### src/rtl/reg_wb_ctrl.sv
// Register-file writeback arbiter with an in-order load-rd queue and a pending-load scoreboard.
// Latency: an accepted ALU or load-response transfer is written to the RF one cycle later. Stall is combinational.
// Backpressure: ALU writes are held on WAW with a pending load. Loads are held when the queue is full or the rd is busy.
// The ALU wins arbitration until the load has been refused twice; the load then wins.
// Optional feature macro: RF_WB_FWD_EN (adds rs1_fwd/rs2_fwd and drops the write-match term from stall).
module reg_wb_ctrl #(
    parameter int LDQ_DEPTH = 4
) (
    input  logic        clk,
    input  logic        rst_n,
    input  logic        alu_valid,
    output logic        alu_ready,
    input  logic [4:0]  alu_rd,
    input  logic [31:0] alu_result,
    input  logic        ld_issue,
    output logic        ld_issue_ready,
    input  logic [4:0]  ld_rd,
    input  logic        ld_resp_valid,
    output logic        ld_resp_ready,
    input  logic [31:0] ld_resp_data,
    input  logic [4:0]  rs1_addr,
    input  logic [4:0]  rs2_addr,
    output logic        rf_we,
    output logic [4:0]  rf_waddr,
    output logic [31:0] rf_wdata,
`ifdef RF_WB_FWD_EN
    output logic        rs1_fwd,
    output logic        rs2_fwd,
`endif
    output logic        stall,
    output logic [31:0] busy
);

    localparam int PW = (LDQ_DEPTH > 1) ? $clog2(LDQ_DEPTH) : 1;
    localparam int CW = PW + 1;
    localparam logic [CW-1:0] FULL = CW'(LDQ_DEPTH);

    logic [4:0]    ldq_mem [LDQ_DEPTH];
    logic [PW-1:0] wr_ptr;
    logic [PW-1:0] rd_ptr;
    logic [CW-1:0] count;
    logic [1:0]    starve;
    logic [31:0]   busy_nxt;
    logic [4:0]    head;

    logic q_empty, q_full, alu_hold, load_prio;
    logic alu_xfer, ld_xfer, push, wr_en;
    logic [4:0]  wr_addr_nxt;
    logic [31:0] wr_data_nxt;

    assign head      = ldq_mem[rd_ptr];
    assign q_empty   = (count == '0);
    assign q_full    = (count == FULL);
    assign alu_hold  = (alu_rd != 5'd0) && busy[alu_rd];
    // The starve counter only reaches 2 while a load is queued, so it also marks a pending response.
    assign load_prio = (starve == 2'd2);

    // Ready outputs come from registered state and valids only; alu_ready does not look at any ready.
    always_comb begin
        alu_ready      = !alu_hold && !load_prio;
        ld_issue_ready = !q_full && !((ld_rd != 5'd0) && busy[ld_rd]);
        ld_resp_ready  = !q_empty && (load_prio || !(alu_valid && alu_ready));
    end

    assign alu_xfer = alu_valid && alu_ready;
    assign ld_xfer  = ld_resp_valid && ld_resp_ready;
    assign push     = ld_issue && ld_issue_ready;

    // Select the single RF write for next cycle. The arbitration never grants both channels at once.
    always_comb begin
        wr_en       = 1'b0;
        wr_addr_nxt = 5'd0;
        wr_data_nxt = 32'd0;
        if (alu_xfer) begin
            wr_en       = (alu_rd != 5'd0);
            wr_addr_nxt = alu_rd;
            wr_data_nxt = alu_result;
        end else if (ld_xfer) begin
            wr_en       = (head != 5'd0);
            wr_addr_nxt = head;
            wr_data_nxt = ld_resp_data;
        end
    end

    // Update the scoreboard: clear the popped rd first, so a same-rd push overrides it.
    always_comb begin
        busy_nxt = busy;
        if (ld_xfer) busy_nxt[head] = 1'b0;
        if (push && (ld_rd != 5'd0)) busy_nxt[ld_rd] = 1'b1;
        busy_nxt[0] = 1'b0;
    end

    // Registered writeback port.
    always_ff @(posedge clk or negedge rst_n) begin
        if (!rst_n) begin
            rf_we    <= 1'b0;
            rf_waddr <= 5'd0;
            rf_wdata <= 32'd0;
        end else begin
            rf_we <= wr_en;
            if (wr_en) begin
                rf_waddr <= wr_addr_nxt;
                rf_wdata <= wr_data_nxt;
            end
        end
    end

    // Update queue pointers, count, scoreboard and starve counter. Reset drops every outstanding load.
    always_ff @(posedge clk or negedge rst_n) begin
        if (!rst_n) begin
            wr_ptr <= '0;
            rd_ptr <= '0;
            count  <= '0;
            busy   <= 32'd0;
            starve <= 2'd0;
        end else begin
            busy <= busy_nxt;
            if (push) wr_ptr <= wr_ptr + 1'b1;
            if (ld_xfer) rd_ptr <= rd_ptr + 1'b1;
            if (push && !ld_xfer) count <= count + 1'b1;
            else if (!push && ld_xfer) count <= count - 1'b1;
            if (ld_xfer) starve <= 2'd0;
            else if (ld_resp_valid && !q_empty && alu_xfer && (starve != 2'd2)) starve <= starve + 2'd1;
        end
    end

    // Store queue entries. Only the pointers need reset.
    always_ff @(posedge clk) begin
        if (push) ldq_mem[wr_ptr] <= ld_rd;
    end

    // Flag decode-stage hazards against pending loads and against the write in flight.
`ifdef RF_WB_FWD_EN
    always_comb begin
        rs1_fwd = rf_we && (rs1_addr != 5'd0) && (rf_waddr == rs1_addr);
        rs2_fwd = rf_we && (rs2_addr != 5'd0) && (rf_waddr == rs2_addr);
        stall   = ((rs1_addr != 5'd0) && busy[rs1_addr]) ||
                  ((rs2_addr != 5'd0) && busy[rs2_addr]);
    end
`else
    always_comb begin
        stall = ((rs1_addr != 5'd0) && (busy[rs1_addr] || (rf_we && (rf_waddr == rs1_addr)))) ||
                ((rs2_addr != 5'd0) && (busy[rs2_addr] || (rf_we && (rf_waddr == rs2_addr))));
    end
`endif

endmodule
### config.mk
export PLATFORM = sky130hd
export DESIGN_NAME = reg_wb_ctrl
export DESIGN_NICKNAME = d
export VERILOG_FILES = /design/src/rtl/reg_wb_ctrl.sv
export SDC_FILE = /design/constraint.sdc
export NUM_CORES = 1
export LEC_CHECK = 0
export ABC_AREA = 1
export ABC_CLOCK_PERIOD_IN_PS = 5750
export CORE_ASPECT_RATIO = 2
export CORE_MARGIN = 4
export CORE_UTILIZATION = 30
export DETAILED_ROUTE_END_ITERATION = 16
export PLACE_DENSITY = 0.57
export SLEW_MARGIN = 20
export SYNTH_ARGS = -nofsm -noshare
export SYNTH_HDL_FRONTEND = slang
export SYNTH_SLANG_ARGS = --single-unit
### constraint.sdc
create_clock -name clk -period 5.75 [get_ports clk]
set_input_delay 1.725 -clock clk [delete_from_list [all_inputs] [get_ports clk]]
set_output_delay 1.725 -clock clk [all_outputs]
set_load 0.01 [all_outputs]
* Word level (Yosys, flattened, before mapping)
Memory sizes are Yosys's and may differ from the RTL's. Cells that the tools add are included.
Storage, ports and cells: output and inout bits 74, flip-flop bits (word level) 78, memories kept 1, logic and storage cells 95, memory bits (writable) 20, input bits 89
Memories:
- ldq_mem | words 4, bits a word 5, read ports 1, clocked after memory_dff 0, write ports 1, line 38 | logic [4:0] ldq_mem [LDQ_DEPTH];
Operators by class: magnitude comparators 7, reductions and logical operators 40, add/sub/neg operators 5, eq/ne operators 5, mux-type cells 26, bitwise logic cells 3
Operators by type and width (count):
- $mux W32 | 4
- $and A32 B32 Y32 | 1
- $not A32 Y32 | 1
- $or A32 B32 Y32 | 1
- $lt A5 B6 Y1 const B | 5
- $reduce_bool A5 Y1 | 5
- $bmux W1 S5 | 4
- $logic_and A1 B1 Y1 | 20
- $demux W1 S5 | 2
- $eq A5 B5 Y1 | 2
- $ge A5 B1 Y1 const B | 2
- $mux W1 | 10
- $mux W5 | 2
- $logic_not A1 Y1 | 8
- $add A2 B1 Y2 const B | 3
- $mux W3 | 2
- $logic_or A1 B1 Y1 | 4
- $mux W2 | 2
- $reduce_bool A2 Y1 | 2
- $add A3 B1 Y3 const B | 1
- $eq A3 B3 Y1 const B | 1
- $logic_not A3 Y1 | 1
- $sub A3 B1 Y3 const B | 1
- $eq A2 B2 Y1 const B | 1
- $ne A2 B2 Y1 const B | 1

* Logic depth before layout (Yosys ltp)
depth in word-level cells 13, gate-level depth with buffers 17, depth with buffers taken out 16

* Least setup slack after synthesis
Ideal clock, no wire load.
path type input to output, from input alu_rd[0], to output ld_resp_ready, stages 12, setup slack 1.091 ns, required time 4.025 ns, path buffers 3, arrival 2.934 ns, path through buf_4 -> buf_6 -> nand2_1 -> nand3_1 -> nand3_1 -> nand3_1 -> nand3_2 -> nand2_1 -> nand3_2 -> clkbuf_1 -> nand2_1 -> inv_1
On the way: word-level cells in the longest chain between the ends 9, elaborated cells between the ends (all ways) 10, those cells by class 2 x mux; 8 x reduce/logical
RTL lines:
- from (decl) | line 13 | input logic [4:0] alu_rd,
- $bmux W1 S5 | line 54 | assign alu_hold = (alu_rd != 5'd0) && busy[alu_rd];
- $mux W1 (not written as such) | line 54
- $logic_and A1 B1 Y1 (*) | line 54
- $logic_not A1 Y1 (*) | line 60 | alu_ready = !alu_hold && !load_prio;
- $logic_and A1 B1 Y1 (*) | line 60
- $logic_and A1 B1 Y1 (*) | line 62 | ld_resp_ready = !q_empty && (load_prio || !(alu_valid && alu_ready));
- $logic_not A1 Y1 (*) | line 62
- $logic_or A1 B1 Y1 (*) | line 62
- $logic_and A1 B1 Y1 (*) | line 62
- to (decl) | line 19 | output logic ld_resp_ready,
Every way passes the cells marked *; elsewhere a longest branch is shown, timed or not. The select of a mux whose other input is x is not followed.

* Worst setup path after layout
from input rs1_addr[0], to output stall
On the way: word-level cells in the longest chain between the ends 5, elaborated cells between the ends (all ways) 8, those cells by class 1 x eq/ne; 2 x mux; 5 x reduce/logical
RTL lines:
- from (decl) | line 21 | input logic [4:0] rs1_addr,
- $bmux W1 S5 / $eq A5 B5 Y1 (equally long branches) | line 142 | stall = ((rs1_addr != 5'd0) && (busy[rs1_addr] || (rf_we && (rf_waddr == rs1_addr)))) ||
- $mux W1 (not written as such) / $logic_and A1 B1 Y1 (equally long branches) | line 142
- $logic_or A1 B1 Y1 | line 142
- $logic_and A1 B1 Y1 (*) | line 142
- $logic_or A1 B1 Y1 (*) | line 142
- to (decl) | line 30 | output logic stall,
Marks and branches as above.

==> impl_results.md <==
* Combinational power share at around half
* Final worst path period share at 97.0%
* Seq cells post-synth at 98
* Clock power share at 16.1%
* Post-Syn Instances at approximately 900
* Post-CTS Repair Setup Buffers at 0
* Total global routing overflow at 0
* CTS tree: done
* Hold depth at 2
* Final min period at 5580 ps
* Max-cap violations at 0
* Hold Buf Count CTS at 0
* Core Rows at between 70 and 80
* Placer congestion estimate at 0.928
* Max Slew Vio Count at 0
* Nets@finish at approximately 1100
* Rel. slew slack at 52.0%
* # setup viols final at 0
* Post-synth top area share at a little under a third
* Psw at 0.00183 W
* Worst Setup Start Kind: input pin
* Pre-antenna DRT Iters at 5
* Core ar. at approximately 20000 µm²
* Diode count at 0
* Num Clock Sinks at just under 100
* Yosys Warn Count at 0
* Power Density at 472 nW/µm²
* WP data required at between 4000 and 5000 ps
* Die width at 111 µm
* Initial antenna violation count at 0
* Final wirelength at 25000 µm
* Crit-path cells: clkdlybuf4s50_1 -> buf_4 -> a21oi_1 -> o21ai_0 -> nand3_1 -> nand3_1 -> nand3_1 -> nand2_1 -> nand2_1 -> o21ai_0 -> nand2_1 -> clkdlybuf4s50_1
* Peak VDD IR at around 0.16 mV
* DRT iter0 DRCs at between 500 and 600
* Wire length per cell at approximately 19 µm
* Top Ports at about 160
* CP Max Fanout at 22
* Number of port buffers at 161
* Sw frac at between 40% and 50%
* Syn_area_per_cell at 7.18 µm²
* Synth area leaders: dfrtp_1 31%, nand2_1 15%, nand3_1 14%, edfxtp_1 9.5%, o21ai_0 5.1%
* Post-DRT Antenna Nets at 0
* Largest stage delay, worst path at around 530 ps
* First-pass GRT wire length at 37900 µm
* Worst Clk Skew at 10.0 ps
* Post-synth EDFFs at 20
* Worst EP arrival at 3850 ps
* Area Growth Syn to Fin at 36.0%
* Worst path depth at 12
* Finished Core Util at 41.8%
* Full die area at 23600 µm²
* Unique masters post-synth at 38
* Part of the power in registers at 34.0%
* TritonCTS buffer count at 9
* Worst-Margin Slew at slightly above 700 ps
* Status: completed
* H-tree levels at 3
* Initial Util at a little over 30%
* Worst hold path type: reg2reg
* Layout cells sized above 1 at 7.38%
* Async SR Flop Fraction at ~80%
* Clock Tree Buf Depth at 2
* Pwr Total at 0.00406 W
* GRT Util Overall at 20.4%
* Clock root buffer: clkbuf_16
* RSZ-0062 raised after global routing: false
* Crit-path leading delay family: buffers and inverters
* Worst r2r path cells at 12
* Worst-path clk slew at approximately 70 ps
* Slowest-stage cell, CP: clkdlybuf4s50_1
* Clock latency on the worst-skew pair at 350 ps
* Number of global-route vias before repair at 6617
* Mapped cell area at 6320 µm²
* Most numerous cell in the Yosys netlist: nand2_1
* Die span in y at 213 µm
* Crit end category: output port
* Post-CTS Resized at 0
* Worst Path Buf+Inv at 3
* Most frequent cells after synthesis: 261 x nand2_1, 171 x nand3_1, 78 x dfrtp_1
* Fin Setup TNS at 0 ps
* Synth Net Count at 976
* Final Hold Viols at 0
* Via count at 6710
* Vias per cell at around 5
* FMAX at between 150 and 200 MHz
* # fillers at between 2000 and 2500
* Leakage power at 3.95 nW
* Main synth FF type: dfrtp_1
* Drt drc at 0
* Pint at 0.00223 W
* Area leader, netlist: dfrtp_1
* Final HPWL DP at about 19000 µm
* Register area share after synthesis at 40.4%
* Largest net degree at the start of global routing at around 40
* CP Class: in2out
[power by group through the flow]
stage / Sequential (W) / Clock (W) / Combinational, W
floorplan: 0.00133 / 0 / 0.00102
global placement: 0.00139 / 0 / 0.00201
detailed placement: 0.00139 / 0 / 0.00203
CTS: 0.00138 / 0.000666 / 0.00204
global route: 0.00141 / 0.000694 / 0.00222
finish: 0.00138 / 0.000655 / 0.00202
[flip-flops by register name, summed over array words and instances, names as in the netlist]
name / count
rf_waddr: 5
rd_ptr: 2
rf_we: 1
rf_wdata: 32
ldq_mem: 20
count: 3
busy: 31
starve: 2
wr_ptr: 2
[metrics by stage]
step	hold WS, ps	worst slack (ps)	instance area, µm²	std cells
finish	510	174	8600	1310
global route	526	14.8	8600	1310
CTS	514	88.0	8590	1310
detailed placement	493	113	8270	1294
global placement	492	49.5	8270	1294
floorplan	465	1090	6320	880
[metal layers]
metal  GRT usage, %  vias up  wire length (µm)
met1           21.7     3159              9240
met2           37.9      198             13500
met4           12.5        0              1490
met3           2.75       74               842
li1               -     3279                 -
met5              0        -                 0
[cells in the final DEF, fill, tap and decap left out, drive strengths merged, types with 11 or more instances in the layout]
cell type	instances
nand3	177
nand2	263
a22oi	12
edfxtp	20
dfrtp	78
inv	78
nor2	35
clkdlybuf4s50	159
nor3	11
o21ai	64
a21oi	34
clkbuf	11
nand4	20
buf	38
[worst min-delay path: cells and delay by family (launching register included)]
family	cells	cell delay, ps
flops	1	340
simple gates	2	140
[path summary, 6_finish.rpt]
check | startpoint | endpoint | slack, ps
setup / recovery | rs1_addr[0] | stall | 170
hold / removal | rf_wdata[15] | rf_wdata[15] | 510
setup reg to reg | rd_ptr[0] | rf_wdata[21] | 2560
hold reg to reg | rf_wdata[15] | rf_wdata[15] | 510
max in group asynchronous | rst_n | rf_wdata[15] | 3420
min in group asynchronous | rst_n | busy[16] | 1350
[final cells by class]
class	instances	area, µm²	area share [%]
Clock inverter	5	57.6	0.670
Clock buffer	11	264	3.07
Inverter	78	293	3.41
Tap cell	266	333	3.87
Multi-Input combinational cell	654	3180	37.0
Timing Repair Buffer	198	1910	22.3
Sequential cell	98	2550	29.7
[cells by family after synthesis]
group | share of synthesized area, %
xor+xnor | 0.970
other cells | 0.0593
mux | 0.178
buf+inv | 9.68
compound gates | 11.9
flops | 40.4
fa+ha+maj | 1.50
simple gates | 35.4
No activity file was read; power rests on OpenSTA's default activity.
